===== src/rtl/psk_pkg.sv =====
// psk_pkg: FSM encodings and parameter defaults shared by the PSK
// transmitter and demodulator, plus a counter-width helper.
package psk_pkg;

  localparam logic [0:0] ST_IDLE    = 1'b0;
  localparam logic [0:0] ST_RUNNING = 1'b1;

  localparam int PSK_CLKS_PER_BIT_DEF    = 4;
  localparam int PSK_BITS_PER_SYMBOL_DEF = 4;
  localparam int PSK_REPEATED_SAMPLE_DEF = 30;

  // $clog2 with a 1-bit floor so single-value counters stay legal
  function automatic int cnt_w(input int v);
    return (v > 1) ? $clog2(v) : 1;
  endfunction

endpackage


===== src/rtl/psk_bit_sampler.sv =====
// psk_bit_sampler: picks the bit value out of one bit period.
// Ports: din, counter_clks in; bit_o, strobe_o out.
// PSK_DEMOD_MAJORITY_EN: adds clk/rst/en and votes 2-of-3 over
// samples at C/4, C/2 and 3C/4; otherwise one mid-bit sample.
module psk_bit_sampler #(
  parameter int CLKS = 4,
  parameter int CW   = 2
) (
`ifdef PSK_DEMOD_MAJORITY_EN
  input  logic          clk,
  input  logic          rst,
  input  logic          en,
`endif
  input  logic          din,
  input  logic [CW-1:0] counter_clks,
  output logic          bit_o,
  output logic          strobe_o
);

`ifdef PSK_DEMOD_MAJORITY_EN
  localparam logic [CW-1:0] Q1 = CW'(CLKS / 4);
  localparam logic [CW-1:0] Q2 = CW'(CLKS / 2);
  localparam logic [CW-1:0] Q3 = CW'((3 * CLKS) / 4);

  if (CLKS < 4) begin : g_bad_clks
    $error("psk_bit_sampler: majority needs CLKS >= 4");
  end

  logic v0_q, v0_d;
  logic v1_q, v1_d;

  always_comb begin
    v0_d = v0_q;
    v1_d = v1_q;
    if (en && counter_clks == Q1) v0_d = din;
    if (en && counter_clks == Q2) v1_d = din;
  end

  always_ff @(posedge clk) begin
    if (rst) begin
      v0_q <= 1'b0;
      v1_q <= 1'b0;
    end else begin
      v0_q <= v0_d;
      v1_q <= v1_d;
    end
  end

  // third vote is the live line value
  assign strobe_o = (counter_clks == Q3);
  assign bit_o    = (v0_q & v1_q) | (v0_q & din) | (v1_q & din);
`else
  localparam logic [CW-1:0] MID = CW'(CLKS / 2);

  assign strobe_o = (counter_clks == MID);
  assign bit_o    = din;
`endif

endmodule


===== src/rtl/psk_demodulator.sv =====
// psk_demodulator: recovers repeated PSK symbols into 8-bit FIFO words.
// Ports: clk, rst (sync, high), enable, din, sof, full in;
// write, data[7:0], mismatch, overflow out.
// PSK_DEMOD_MAJORITY_EN selects 2-of-3 bit voting in psk_bit_sampler.
module psk_demodulator
  import psk_pkg::*;
#(
  parameter int PSK_CLKS_PER_BIT    = PSK_CLKS_PER_BIT_DEF,
  parameter int PSK_BITS_PER_SYMBOL = PSK_BITS_PER_SYMBOL_DEF,
  parameter int PSK_REPEATED_SAMPLE = PSK_REPEATED_SAMPLE_DEF
) (
  input  logic       clk,
  input  logic       rst,
  input  logic       enable,
  input  logic       din,
  input  logic       sof,
  input  logic       full,
  output logic       write,
  output logic [7:0] data,
  output logic       mismatch,
  output logic       overflow
);

  localparam int CW = cnt_w(PSK_CLKS_PER_BIT);
  localparam int BW = cnt_w(PSK_BITS_PER_SYMBOL);
  localparam int RW = cnt_w(PSK_REPEATED_SAMPLE);

  localparam logic [CW-1:0] CLK_LAST = CW'(PSK_CLKS_PER_BIT - 1);
  localparam logic [BW-1:0] BIT_LAST = BW'(PSK_BITS_PER_SYMBOL - 1);
  localparam logic [RW-1:0] REP_LAST = RW'(PSK_REPEATED_SAMPLE - 1);

  logic [0:0]    st_q, st_d;
  logic [CW-1:0] cnt_clks_q, cnt_clks_d;
  logic [BW-1:0] cnt_bits_q, cnt_bits_d;
  logic [RW-1:0] rep_q, rep_d;
  logic [7:0]    cur_word_q, cur_word_d;
  logic [7:0]    ref_word_q, ref_word_d;
  logic          acc_q, acc_d;
  logic          write_q, write_d;
  logic [7:0]    data_q, data_d;
  logic          mismatch_q, mismatch_d;
  logic          overflow_q, overflow_d;

  logic       running;
  logic       smp_gate;
  logic       raw_bit;
  logic       raw_stb;
  logic       smp_stb;
  logic [7:0] word_now;
  logic [7:0] ref_now;
  logic       acc_now;

  assign running  = (st_q == ST_RUNNING);
  // sof cycles are clk 0 of a fresh sample, never a sample point
  assign smp_gate = enable & running & ~sof;
  assign smp_stb  = raw_stb & smp_gate;

  psk_bit_sampler #(
    .CLKS (PSK_CLKS_PER_BIT),
    .CW   (CW)
  ) u_sampler (
`ifdef PSK_DEMOD_MAJORITY_EN
    .clk          (clk),
    .rst          (rst),
    .en           (smp_gate),
`endif
    .din          (din),
    .counter_clks (cnt_clks_q),
    .bit_o        (raw_bit),
    .strobe_o     (raw_stb)
  );

  always_comb begin
    st_d       = st_q;
    cnt_clks_d = cnt_clks_q;
    cnt_bits_d = cnt_bits_q;
    rep_d      = rep_q;
    cur_word_d = cur_word_q;
    ref_word_d = ref_word_q;
    acc_d      = acc_q;
    data_d     = data_q;
    // status outputs are strict one-cycle pulses, even across enable=0
    write_d    = 1'b0;
    mismatch_d = 1'b0;
    overflow_d = 1'b0;

    // the last bit can land on the symbol-end cycle, so fold it in now
    word_now = cur_word_q;
    if (smp_stb) word_now[cnt_bits_q] = raw_bit;

    ref_now = (rep_q == '0) ? word_now : ref_word_q;
    acc_now = (rep_q == '0) ? 1'b0
            : (acc_q | (word_now != ref_word_q));

    if (enable) begin
      if (sof) begin
        st_d       = ST_RUNNING;
        cnt_clks_d = CW'(1);
        cnt_bits_d = '0;
        rep_d      = '0;
        cur_word_d = '0;
        acc_d      = 1'b0;
      end else if (running) begin
        cur_word_d = word_now;
        if (cnt_clks_q == CLK_LAST) begin
          cnt_clks_d = '0;
          if (cnt_bits_q == BIT_LAST) begin
            cnt_bits_d = '0;
            cur_word_d = '0;
            ref_word_d = ref_now;
            acc_d      = acc_now;
            if (rep_q == REP_LAST) begin
              rep_d = '0;
              if (full) begin
                overflow_d = 1'b1;
              end else begin
                write_d    = 1'b1;
                data_d     = ref_now;
                mismatch_d = acc_now;
              end
            end else begin
              rep_d = rep_q + 1'b1;
            end
          end else begin
            cnt_bits_d = cnt_bits_q + 1'b1;
          end
        end else begin
          cnt_clks_d = cnt_clks_q + 1'b1;
        end
      end
    end
  end

  always_ff @(posedge clk) begin
    if (rst) begin
      st_q       <= ST_IDLE;
      cnt_clks_q <= '0;
      cnt_bits_q <= '0;
      rep_q      <= '0;
      cur_word_q <= '0;
      ref_word_q <= '0;
      acc_q      <= 1'b0;
      write_q    <= 1'b0;
      data_q     <= '0;
      mismatch_q <= 1'b0;
      overflow_q <= 1'b0;
    end else begin
      st_q       <= st_d;
      cnt_clks_q <= cnt_clks_d;
      cnt_bits_q <= cnt_bits_d;
      rep_q      <= rep_d;
      cur_word_q <= cur_word_d;
      ref_word_q <= ref_word_d;
      acc_q      <= acc_d;
      write_q    <= write_d;
      data_q     <= data_d;
      mismatch_q <= mismatch_d;
      overflow_q <= overflow_d;
    end
  end

  assign write    = write_q;
  assign data     = data_q;
  assign mismatch = mismatch_q;
  assign overflow = overflow_q;

endmodule


===== config.mk =====
export PLATFORM = sky130hd
export DESIGN_NAME = psk_demodulator
export DESIGN_NICKNAME = d
export VERILOG_FILES = /design/src/rtl/psk_pkg.sv /design/src/rtl/psk_bit_sampler.sv /design/src/rtl/psk_demodulator.sv
export SDC_FILE = /design/constraint.sdc
export NUM_CORES = 1
export LEC_CHECK = 0
export ABC_AREA = 0
export CORE_ASPECT_RATIO = 1.75
export CORE_MARGIN = 2
export CORE_UTILIZATION = 55
export CTS_CLUSTER_DIAMETER = 60
export CTS_CLUSTER_SIZE = 10
export DETAILED_ROUTE_END_ITERATION = 12
export GPL_ROUTABILITY_DRIVEN = 0
export PLACE_DENSITY_LB_ADDON = 0.1
export SLEW_MARGIN = 20
export SYNTH_ARGS = -nofsm -noshare
export SYNTH_HDL_FRONTEND = slang
export SYNTH_SLANG_ARGS = --single-unit

===== constraint.sdc =====
create_clock -name clk -period 2.4 [get_ports clk]
set_clock_uncertainty 0.1 [all_clocks]
set_input_delay 0.36 -clock clk [delete_from_list [all_inputs] [get_ports clk]]
set_output_delay 0.36 -clock clk [all_outputs]
set_load 0.02 [all_outputs]

Word-level counts from Yosys, hierarchy flattened
Cells that the tools add are included.
W data, S select, Z words.
- add/subtract/negate cells: 3
- order comparisons: 2
- equality and inequality tests: 5
- muxes and demuxes: 28
- bitwise operators: 11
- reduce and logical (&&, ||, !) cells: 13
- operators by type and width (operator ; number):
    $mux W8 ; 6
    $mux W5 ; 5
    $mux W2 ; 7
    $bwmux W8 ; 1
    $mux W1 ; 8
    $ne A8 B8 Y1 ; 1
    $reduce_or A8 Y1 ; 1
    $not A1 Y1 ; 7
    $reduce_and A7 Y1 ; 1
    $reduce_or A7 Y1 ; 1
    $eq A2 B2 Y1 const B ; 3
    $reduce_bool A2 Y1 ; 3
    $add A5 B1 Y5 const B ; 1
    $eq A5 B5 Y1 const B ; 1
    $logic_not A5 Y1 ; 1
    $reduce_and A5 Y1 ; 1
    $add A2 B1 Y2 const B ; 2
    $lt A2 B4 Y1 const B ; 1
    $reduce_and A2 Y1 ; 2
    $reduce_and A4 Y1 ; 1
    $and A1 B1 Y1 ; 3
    $reduce_and A3 Y1 ; 1
    $demux W1 S2 ; 1
    $ge A2 B1 Y1 const B ; 1
    other kinds (2) ; 2
- bits in registers: 38
- bits of input ports: 6
- output and inout bits: 11

Logic depth before layout (Yosys ltp)
Gate-level depths: netlist of the first run.
- depth after elaboration: 13
- gate-level depth with buffers: 8

By module
Synthesis of the first run repeated with hierarchy kept, for this count alone.
- cells, all modules: 189
- area, all modules: 1639.1 um^2
- by module, submodules not included (module ; instances ; cells an instance ; area each (um^2) ; sequential area each (um^2)):
    psk_demodulator ; 1 ; 187 ; 1617.8 ; 680.7
    psk_bit_sampler ; 1 ; 2 ; 21.3 ; 0.0

Worst setup path after synthesis of the first run
No wires, ideal clock.
- path type: register -> register
- from: register cnt_bits_q[0]
- to: register acc_q
- setup time: 0.124 ns
- arrival time: 1.642 ns
- data required time: 2.176 ns
- slack: 0.535 ns
- stages on the path, launching flop included: 8
- buffers on the path: 0
- path through: dfxtp_1 ha_1 a222oi_1 o21ai_0 nand3_1 o311ai_0 nor4b_2 o31ai_2
- cells in the longest elaborated chain, start to end: 13
- elaborated cells between the ends (all ways): 17
- RTL lines (element ; RTL line ; source):
    from (decl) ; psk_demodulator.sv:34 ; logic [BW-1:0] cnt_bits_q, cnt_bits_d;
    from (signal assigned) ; psk_demodulator.sv:150 ; cnt_bits_q <= cnt_bits_d;
    $lt A2 B4 Y1 (implied by the code) or $ge A2 B1 Y1 (tied branches) ; psk_demodulator.sv:89 ; if (smp_stb) word_now[cnt_bits_q] = raw_bit;
    $logic_and A1 B1 Y1 (implied by the code) ; psk_demodulator.sv:89 ;
    $mux W1 (implied by the code) ; psk_demodulator.sv:89 ;
    $demux W1 S2 ; psk_demodulator.sv:89 ;
    $bwmux W8 ; psk_demodulator.sv:89 ;
    $mux W8 ; psk_demodulator.sv:89 ;
    $ne A8 B8 Y1 ; psk_demodulator.sv:93 ; : (acc_q | (word_now != ref_word_q));
    $or A1 B1 Y1 ; psk_demodulator.sv:93 ;
    $mux W1 ; psk_demodulator.sv:92 ; acc_now = (rep_q == '0) ? 1'b0
    $mux W1 ; psk_demodulator.sv:107 ; if (cnt_bits_q == BIT_LAST) begin
    $mux W1 ; psk_demodulator.sv:105 ; if (cnt_clks_q == CLK_LAST) begin
    $mux W1 ; psk_demodulator.sv:103 ; end else if (running) begin
    $mux W1 ; psk_demodulator.sv:96 ; if (sof) begin
    to (signal assigned) ; psk_demodulator.sv:142 ; acc_q <= 1'b0;
    to (signal assigned) ; psk_demodulator.sv:154 ; acc_q <= acc_d;
    to (decl) ; psk_demodulator.sv:38 ; logic acc_q, acc_d;
Several ways; a longest one is shown, not always the timed one. The select of a mux whose other input is x is not followed.
A chain may end at the register's enable or synchronous reset.

Worst setup path after layout of the first run
- from: input sof
- to: register mismatch_q (netlist: mismatch)
- cells in the longest elaborated chain, start to end: 7
- elaborated cells between the ends (all ways): 8
- RTL lines (element ; RTL line ; source):
    from (decl) ; psk_demodulator.sv:16 ; input logic sof,
    $not A1 Y1 (no source line) ; -- ;
    $and A1 B1 Y1 ; psk_demodulator.sv:55 ; assign smp_gate = enable & running & ~sof;
    $and A1 B1 Y1 ; psk_demodulator.sv:56 ; assign smp_stb = raw_stb & smp_gate;
    $mux W8 ; psk_demodulator.sv:89 ;
    $ne A8 B8 Y1 ; psk_demodulator.sv:93 ;
    $or A1 B1 Y1 ; psk_demodulator.sv:93 ;
    $mux W1 ; psk_demodulator.sv:92 ;
    to (signal assigned) ; psk_demodulator.sv:157 ; mismatch_q <= mismatch_d;
    to (decl) ; psk_demodulator.sv:41 ; logic mismatch_q, mismatch_d;
Several ways; a longest one is shown, not always the timed one.

==> key figures, run 1 <==
Hold path
  – Hold Crit Class: reg -> reg

Finish
  – Design area: about 2000 um^2
  – Final std cells w/o fill: between 200 and 250
  – Register area: a little under 700 um^2
  – Multi-input logic area: 903 um^2
  – Share of layout cells above drive strength 1: between 10% and 20%
  – Most common cell after layout, fill and taps aside: dfxtp_1
  – Area Growth Syn to Fin: 19.5%
  – Most frequent cells in the layout: 34 x dfxtp_1, 21 x nor2_1, 16 x clkdlybuf4s50_1
  – Final-stage net count: about 230
  – Fillers: approximately 260
  – Ant. Diodes: 0

Run
  – Max cap viols: 0

Setup path
  – CP top delay family: simple AND/OR/NAND/NOR gates
  – Crit. End Element: flop
  – CP cell instances: clkdlybuf4s50_1, and3b_1, and3_4, mux2i_1, o211ai_1, nor4b_2, nor3_1
  – Worst setup path class: in -> reg
  – Critical-path top delay cell: clkdlybuf4s50_1
  – Startpoint Class: primary input
  – Critical path required time: 2.46 ns
  – Worst path max stage delay: 0.42 ns
  – Critical Path AT: ~2.2 ns
  – CP Max Fanout: 6
  – WP buf/inv: 1

Place
  – Post-DP HPWL: between 2000 and 3000 um
  – Placed Cells: between 200 and 250
  – Port Buffers: 16
  – DP Area: between 1500 and 2000 um^2

Logic synthesis
  – Syn Inst Count: about 180
  – Post-synthesis mux area share: 2.40%
  – Dominant synthesized flop cell: dfxtp_1
  – EDFF count, synth: 0
  – Sequential share of the synthesized area: 40.9%
  – Synth Cell Area: about 1700 um^2
  – Post-synthesis register bit count: 34
  – Yosys warning total: 0
  – XOR/XNOR share of the synthesized area: about 2.1%
  – Synth Area in Compound Gates: about 15%
  – Post-Syn Nets: between 150 and 200
  – Distinct cell type count after synthesis: 42
  – Post-synthesis async set-or-reset flop share: 0%
  – Largest family of logic cells by synthesized area: simple AND/OR/NAND/NOR gates
  – Syn_area_per_cell: a little over 9 um^2
  – Adder-cell share of the synthesized area: under 10%
  – Simple-gate share of the synthesized area: about 28%

GRT
  – Total track usage: a little under a quarter
  – Grt total ovfl: 0
  – Via count of the first global-routing pass: between 1000 and 1500
  – Largest net degree at the start of global routing: 24
  – Initial antenna violation count: 0
  – First-pass GRT wire length: approximately 6200 um

STA
  – Final hold violation count: 0
  – Hold Slack: between 0.3 and 0.4 ns
  – Final-report max-slew violation count: 0
  – Unrepaired setup endpoints after global routing: no
  – Max Clk Rate: roughly 470 MHz
  – Min cycle time layout: roughly 2.1 ns
  – Total Negative Setup Slacks: 0 ns
  – Crit share post-route: 89.3%
  – # setup viols final: 0
  – Worst rel slew slack: about two thirds
  – Slew @ Worst Pin: about 0.52 ns

Die
  – Die area: between 3000 and 4000 um^2
  – Row cnt: 26
  – Chip Height: around 77 um
  – I/O Pins: 17
  – Die Wd: approximately 46 um
  – CORE AREA: ~2900 um^2
  – Initial Util: about 58%

Run status
  – Status: completed

Routing
  – # DRC: 0
  – Length of the first detailed-routing pass in iterations: 4
  – Post-route ant nets: 0
  – Drt wl/cell: about 15 um
  – Initial drt markers: 37
  – Final WL: 3690 um
  – Vias/cell: about 6
  – Via Count: around 1400

Clocking
  – Cts repair resizes: 0
  – Cts bufs inserted: 5
  – TritonCTS clock tree: done
  – Clock Sinks: 34
  – Htree depth: 2
  – Setup bufs post-CTS: 0
  – Clk root buf: clkbuf_8
  – Clock buffer depth: 2
  – Hold_buf cts: 0
  – Clock slew at reported path FFs: ~0.07 ns
  – Clk Latency, worst-skew pair: ~0.28 ns

Power and ir drop
  – Power, Total: roughly 1.1 mW
  – Cell Pwr Density: 537 nW/um^2
  – Max IR drop VDD: around 360 uV
  – Leak pwr: ~0.72 nW
==> layer usage <==
| layer | GRT usage, % | routed length (um) |
|---|---|---|
| met4 | 9.12 | 80 |
| met2 | 41.4 | 2050 |
| met5 | 0 | 0 |
| met3 | 5.88 | 133 |
| met1 | 24.7 | 1430 |
==> state kept, by name, summed over array words and instances (netlist names) <==
register / count
overflow: 1
ref_word_q: 8
cur_word_q: 4
cnt_clks_q: 2
rep_q: 5
write: 1
data: 8
mismatch: 1
running: 1
acc_q: 1
cnt_bits_q: 2
==> area by class of cell <==
type | count | share of cell area [%]
clock buffers | 7 | 4.34
well taps | 28 | 1.76
flip-flops and latches | 34 | 34.2
multi-input cells | 134 | 45.4
clock inverters | 1 | 0.251
repair buffers | 28 | 12.6
inverters | 8 | 1.51
==> cells by family after synthesis <==
| logic type | after synthesis |
|---|---|
| AOI/OAI and AO/OA | 37 |
| xor gates and xnor gates | 4 |
| adders and majority gates | 9 |
| buffers and inverters | 15 |
| DFF | 34 |
| muxes | 4 |
| and+or+nand+nor | 80 |
==> synthesized netlist by cell type (2+ instances only) <==
cell type | instances | area, um^2
ha_1 | 9 | 113
inv_1 | 8 | 30.0
a32oi_1 | 5 | 43.8
and2_1 | 5 | 31.3
clkbuf_1 | 4 | 15.0
and2b_2 | 2 | 17.5
a21oi_1 | 11 | 55.1
or3b_1 | 2 | 17.5
a211oi_1 | 5 | 37.5
and3_4 | 3 | 33.8
dfxtp_1 | 34 | 681
o21a_1 | 2 | 15.0
nor3_1 | 2 | 10.0
nand4_1 | 3 | 18.8
and3_1 | 2 | 12.5
nand3b_1 | 4 | 30.0
nor2_1 | 21 | 78.8
o21ai_0 | 8 | 40.0
buf_6 | 2 | 22.5
mux2i_1 | 4 | 40.0
nand2_1 | 15 | 56.3
xor2_1 | 3 | 26.3
nand3_1 | 10 | 50.1
==> power by group <==
group | internal, mW | switching (mW)
Clock | 0.231 | 0.197
Combinational | 0.0284 | 0.0374
Sequential | 0.569 | 0.00546
Total | 0.828 | 0.240
==> metrics by stage <==
stage | utilization [%] | worst slack, ns
CTS | 68.8 | 0.266
global route | 68.8 | 0.145
finish | 68.8 | 0.258
global placement | 65.6 | 0.0681
floorplan | - | 0.535
detailed placement | 65.6 | -0.0127
==> worst min-delay path: stages (launching register included) <==
cell and delay [ns]:
dfxtp_1 0.31, nand2_1 0.05, a21oi_1 0.05
==> path summary, 6_finish.rpt <==
| kind | cells past startpoint | endpoint | slack [ns] | startpoint |
|---|---|---|---|---|
| max | 7 | mismatch | 0.26 | sof |
| min | 2 | data[6] | 0.35 | data[6] |
| max reg2reg | 7 | mismatch | 0.30 | cnt_bits_q[0] |
| min reg2reg | 2 | data[6] | 0.35 | data[6] |
No activity file was read; power rests on OpenSTA's default activity.
==> run 2: changes to the inputs <==
==> constraint.sdc (replaced) <==
create_clock -name clk -period 2.4 [get_ports clk]
set_clock_uncertainty 0.1 [all_clocks]
set_input_delay 0.24 -clock clk [delete_from_list [all_inputs] [get_ports clk]]
set_output_delay 0.24 -clock clk [all_outputs]
set_load 0.02 [all_outputs]
==> run 2 against run 1 <==
Critical path depth down 1. Final cell count shrank 1.3%. Sequential share of layout area increased by 0.39 points. Fmax about the same. Cell area shrank 1.1%. Register-to-register slack got worse by 0.04 ns. Worst setup slack worse by 0.00057 ns. Non-clock buffer count down 3. Die area stayed put. Critical endpoint is now acc_q.
==> key figures, run 2 (synthesis results as in run 1) <==
Setup path
  – CP Max Fanout: 6 (unchanged)
  – Critical Path AT: 2.21 ns (about the same)
  – WP buf/inv: 0 (was 1)
  – Critical-path top delay cell: nor4b_2 (was clkdlybuf4s50_1)
  – Startpoint Class: flop (was primary input)
  – Worst path max stage delay: 0.40 ns (was 0.42 ns)
  – CP top delay family: simple AND/OR/NAND/NOR gates (unchanged)
  – Worst setup path class: reg -> reg (was in -> reg)
  – Crit. End Element: flop (unchanged)
  – Critical path required time: 2.47 ns (was 2.46 ns)
  – CP cell instances: ha_1, and3_4, mux2i_1, o211ai_1, nor4b_2, o31ai_2 (was clkdlybuf4s50_1, and3b_1, and3_4, mux2i_1, o211ai_1, nor4b_2, nor3_1)

Die
  – I/O Pins: 17 (unchanged)
  – Row cnt: 26 (unchanged)
  – CORE AREA: 2900 um^2 (unchanged)
  – Die Wd: 45.6 um (unchanged)
  – Chip Height: 76.8 um (unchanged)
  – Initial Util: 57.5% (unchanged)
  – Die area: 3500 um^2 (unchanged)

Clocking
  – Clk root buf: clkbuf_8 (unchanged)
  – Clock Sinks: 34 (unchanged)
  – Cts repair resizes: 0 (unchanged)
  – Clk Latency, worst-skew pair: 0.28 ns (about the same)
  – Hold_buf cts: 0 (unchanged)
  – TritonCTS clock tree: done (unchanged)
  – Clock buffer depth: 2 (unchanged)
  – Clock slew at reported path FFs: 0.07 ns (about the same)
  – Cts bufs inserted: 5 (unchanged)
  – Setup bufs post-CTS: 0 (unchanged)
  – Htree depth: 2 (unchanged)

Power and ir drop
  – Cell Pwr Density: 544 nW/um^2 (was 537 nW/um^2)
  – Leak pwr: 0.708 nW (was 0.723 nW)
  – Max IR drop VDD: 389 uV (was 356 uV)

Routing
  – Drt wl/cell: 15.2 um (was 15.4 um)
  – Initial drt markers: 34 (was 37)
  – Final WL: 3600 um (was 3690 um)
  – Length of the first detailed-routing pass in iterations: 4 (unchanged)
  – Vias/cell: 6.08 (was 6.02)
  – Via Count: 1441 (was 1444)
  – # DRC: 0 (unchanged)
  – Post-route ant nets: 0 (unchanged)

STA
  – Final hold violation count: 0 (unchanged)
  – Total Negative Setup Slacks: 0 ns (unchanged)
  – Max Clk Rate: 467 MHz (about the same)
  – # setup viols final: 0 (unchanged)
  – Slew @ Worst Pin: 0.520 ns (was 0.521 ns)
  – Unrepaired setup endpoints after global routing: no (unchanged)
  – Final setup margin: 0.257 ns (was 0.258 ns)
  – Final-report max-slew violation count: 0 (unchanged)
  – Crit share post-route: 89.3% (about the same)
  – Min cycle time layout: 2.14 ns (about the same)
  – Worst rel slew slack: 65.0% (was 64.9%)

Finish
  – Area Growth Syn to Fin: 18.2% (was 19.5%)
  – Register area: 681 um^2 (unchanged)
  – Utilization after layout: 68.0% (was 68.8%)
  – Ant. Diodes: 0 (unchanged)
  – Share of layout cells above drive strength 1: 13.4% (was 14.6%)
  – Multi-input logic area: 903 um^2 (unchanged)
  – Most common cell after layout, fill and taps aside: dfxtp_1 (unchanged)
  – Most frequent cells in the layout: 34 x dfxtp_1, 21 x nor2_1, 16 x clkdlybuf4s50_1 (unchanged)
  – Final-stage net count: 223 (was 226)
  – Fillers: 240 (was 263)

GRT
  – Initial antenna violation count: 0 (unchanged)
  – Total track usage: 23.4% (about the same)
  – First-pass GRT wire length: 6050 um (was 6180 um)
  – Largest net degree at the start of global routing: 18 (was 24)
  – Via count of the first global-routing pass: 1417 (was 1434)
  – Grt total ovfl: 0 (unchanged)

Run status
  – Status: completed (unchanged)

Place
  – Post-DP HPWL: 2690 um (was 2800 um)
  – Port Buffers: 16 (unchanged)
  – Placement-stage worst setup slack: 0.0768 ns (was -0.0127 ns)

Hold path
  – Hold Crit Class: reg -> reg (unchanged)

Run
  – Max cap viols: 0 (unchanged)
run 2: cell count changes in the layout (fill, tap and decap cells not counted):
cell | before | now
buf_4 | 12 | 9
run 2: path summary, 6_finish.rpt:
check	startpoint	to	slack [ns]	depth (start not counted)
hold / removal	data[6]	data[6]	0.36	2
setup / recovery	cnt_bits_q[0]	acc_q	0.26	6
setup reg to reg	cnt_bits_q[0]	acc_q	0.26	6
hold reg to reg	data[6]	data[6]	0.36	2
run 2: metrics by stage:
step | hold WS, ns | power (mW) | cells | cell area (um^2)
global route | 0.381 | 1.11 | 237 | 1970
floorplan | 0.281 | 0.629 | 183 | 1670
finish | 0.356 | 1.07 | 237 | 1970
global placement | 0.340 | 0.648 | 229 | 1880
detailed placement | 0.348 | 0.651 | 229 | 1880
CTS | 0.357 | 1.08 | 237 | 1970
run 2: power breakdown:
part           switching (mW)  internal, mW
clock network           0.200         0.231
logic                  0.0377        0.0273
registers             0.00564         0.569
total                   0.244         0.827
run 2: worst min-delay path, cell delays in order, from the launching register on:
cell	delay, ns
dfxtp_1	0.31
nand2_1	0.05
a21oi_1	0.05
run 2: layout make-up:
type                       instances  area share, %
sequential                        34           34.6
timing repair buffer              25           11.6
clock buffer                       7           4.39
clock inverter                     1          0.254
inverter                           8           1.53
multi-input combinational        134           45.9
tap                               28           1.78
run 2: routing by layer:
layer | routed length [um] | GRT usage [%] | up-vias
li1 | - | - | 699
met3 | 128 | 4.47 | 14
met2 | 1950 | 41.4 | 46
met5 | 0 | 0 | -
met1 | 1370 | 22.7 | 682
met4 | 146 | 14.4 | 0
==> run 3: changes to the inputs <==
ABC_CLOCK_PERIOD_IN_PS = 2400   (was default)
==> results of run 3 <==
The final DEF is identical to that of run 2; final timing and power are the same.
==> edit: new RTL, settings of run 2 <==
Set the package constant `PSK_BITS_PER_SYMBOL_DEF` to 6 (it was 4).
--- a/src/rtl/psk_pkg.sv
+++ b/src/rtl/psk_pkg.sv
@@ -7,5 +7,5 @@
 
   localparam int PSK_CLKS_PER_BIT_DEF    = 4;
-  localparam int PSK_BITS_PER_SYMBOL_DEF = 4;
+  localparam int PSK_BITS_PER_SYMBOL_DEF = 6;
   localparam int PSK_REPEATED_SAMPLE_DEF = 30;
 
Behaviour: no difference found for any inputs over 10 cycles, from zero or initial values and one cycle with rst high; that may be too few to reach the edited logic, so the function may still have changed.
==> edit against run 2 <==
Hold slack better by 0.033 ns. Largest power group unchanged. Critical endpoint unchanged. Sequential share of layout area is 4.6 points lower. Area after synthesis is 39% higher. Sequential cell count is 5 higher. Power is 8.0% higher. Highest routed layer unchanged. Routed wire length is 52% higher. Cell area is 32% higher. Critical path depth is 1 higher. Worst setup slack worse by 0.11 ns.
==> edit: results (changes against run 2) <==
Logic synthesis
The sequential element share of the synthesized area is 33.73% (-7.1 points). The arithmetic-cell share of the synthesized area counting full adders, half adders and majority gates is 2.703% (-4.1 points). Counting instances in the post-synthesis netlist gives the leading cell types as 58 x sky130_fd_sc_hd__nor2_1, 39 x sky130_fd_sc_hd__dfxtp_1, 26 x sky130_fd_sc_hd__a21oi_1. The post-synthesis net count was 278 (+40%). The xor and xnor area share after synthesis is 3.405% (+1.3 points). The instance count of the mapped netlist is 267 (+46%). The mux cell area share after synthesis is 5.405% (+3.0 points). The complex-gate fraction of the synthesized area is 20.05% (+4.8 points). The number of distinct standard cells referenced by the synthesized netlist is 57 (+36%). By area the synthesized netlist is led by sky130_fd_sc_hd__dfxtp_1 34%, sky130_fd_sc_hd__nor2_1 9.4%, sky130_fd_sc_hd__a21oi_1 5.6%.

Setup path
The arrival time at the worst endpoint is 2.33 ns (+0.12 ns). The number of cell instances on the worst register-to-register path was 7 (+1). The startpoint of the most critical register-to-register path is cnt_clks_q[0]$_SDFFE_PP0P_.

Cells and area
The total number of nets in the final design came to 298 (+34%). The layout cell share with drive strength beyond 1 is 16.32% (+2.9 points). The number of filler cells placed in the layout is 372 (+55%).

Routing
The number of DRC markers in iteration 0 is 53 (+56%). The via-per-instance ratio came to 5.932 (-2.4%). The routed length per placed instance is 16.18 µm (+6.6%). The total wirelength of the detailed-routed design is 5.454 mm (+52%). The first-pass iteration count of the detailed router was 4 (unchanged).

Hold path
The worst min-delay path startpoint is data[2]$_SDFFE_PP0P_.

Power and ir drop
The peak supply drop came to 311.1 µV (-20%). The leakage power is 0.9728 nW (+37%).

STA
The final period utilization is 93.67% (+4.4 points). The relative slew slack is 66.38% (+1.4 points).

Place
The post-placement setup slack is -0.01767 ns (-0.09447 ns). The HPWL reported at the end of detailed placement is 4.142 mm (+54%). The cell total after placement is 329 (+44%).

Global route
The via count of the first global-routing pass was 1971 (+39%). The pin count of the biggest net entering global routing is 26 (+8). The wire length of the first global-routing pass is 9.163 mm (+51%).

Clock network
The number of buffers inserted to repair setup after CTS is 0 (unchanged).

Status
The flow ran to the end, and the final reports show no timing, DRC or antenna violations.
## edit: changes by cell type in the layout (fill, tap and decap cells not counted), sizes merged, moves of 5 or more
cell,before,now
buf,9,18
nand3,11,6
and3,6,1
a211oi,5,16
nand2b,0,6
nand2,15,3
mux2i,4,11
a21oi,11,26
nor2,22,59
dfxtp,34,39
nor2b,0,9
## edit: critical path, cell delays in order (launching register included)
cell and delay (ns):
sky130_fd_sc_hd__dfxtp_1 0.34, sky130_fd_sc_hd__inv_1 0.06, sky130_fd_sc_hd__ha_1 0.24, sky130_fd_sc_hd__and4b_1 0.42, sky130_fd_sc_hd__nand3_4 0.12, sky130_fd_sc_hd__a221o_1 0.35
sky130_fd_sc_hd__nor4_2 0.41, sky130_fd_sc_hd__o41ai_2 0.10
## edit: final cells by class
type	instances	area [µm²]	share of cell area (%)
Multi-Input combinational cell	199	1350	51.87
Sequential cell	39	780.7	30.00
Timing Repair Buffer	34	295.3	11.35
Clock buffer	6	72.57	2.788
Tap cell	49	61.31	2.356
Inverter	8	30.03	1.154
Clock inverter	2	12.51	0.4808
## edit: metal layers
metal / part of all wire (%) / vias to the layer above / GRT usage (%) / wire length [µm]
li1: - / 982 / - / -
met1: 39 / 972 / 26.87 / 2126
met2: 55 / 31 / 45.83 / 2991
met3: 2.4 / 14 / 3.654 / 130
met4: 3.8 / 0 / 14.74 / 206
met5: 0 / - / 0 / 0
## edit: through the flow
stage | hold slack (ns) | utilization [%]
2_1_floorplan | 0.3101 | -
3_3_place_gp | 0.3685 | 61.81
3_5_place_dp | 0.3811 | 61.81
4_1_cts | 0.3959 | 63.90
5_1_grt | 0.4260 | 63.90
6_report | 0.3887 | 63.90
## edit: power by group
part	switching [W]	internal, W
Clock	0.000231	0.000203
Sequential	0.00000305	0.000649
Combinational	0.0000400	0.0000298
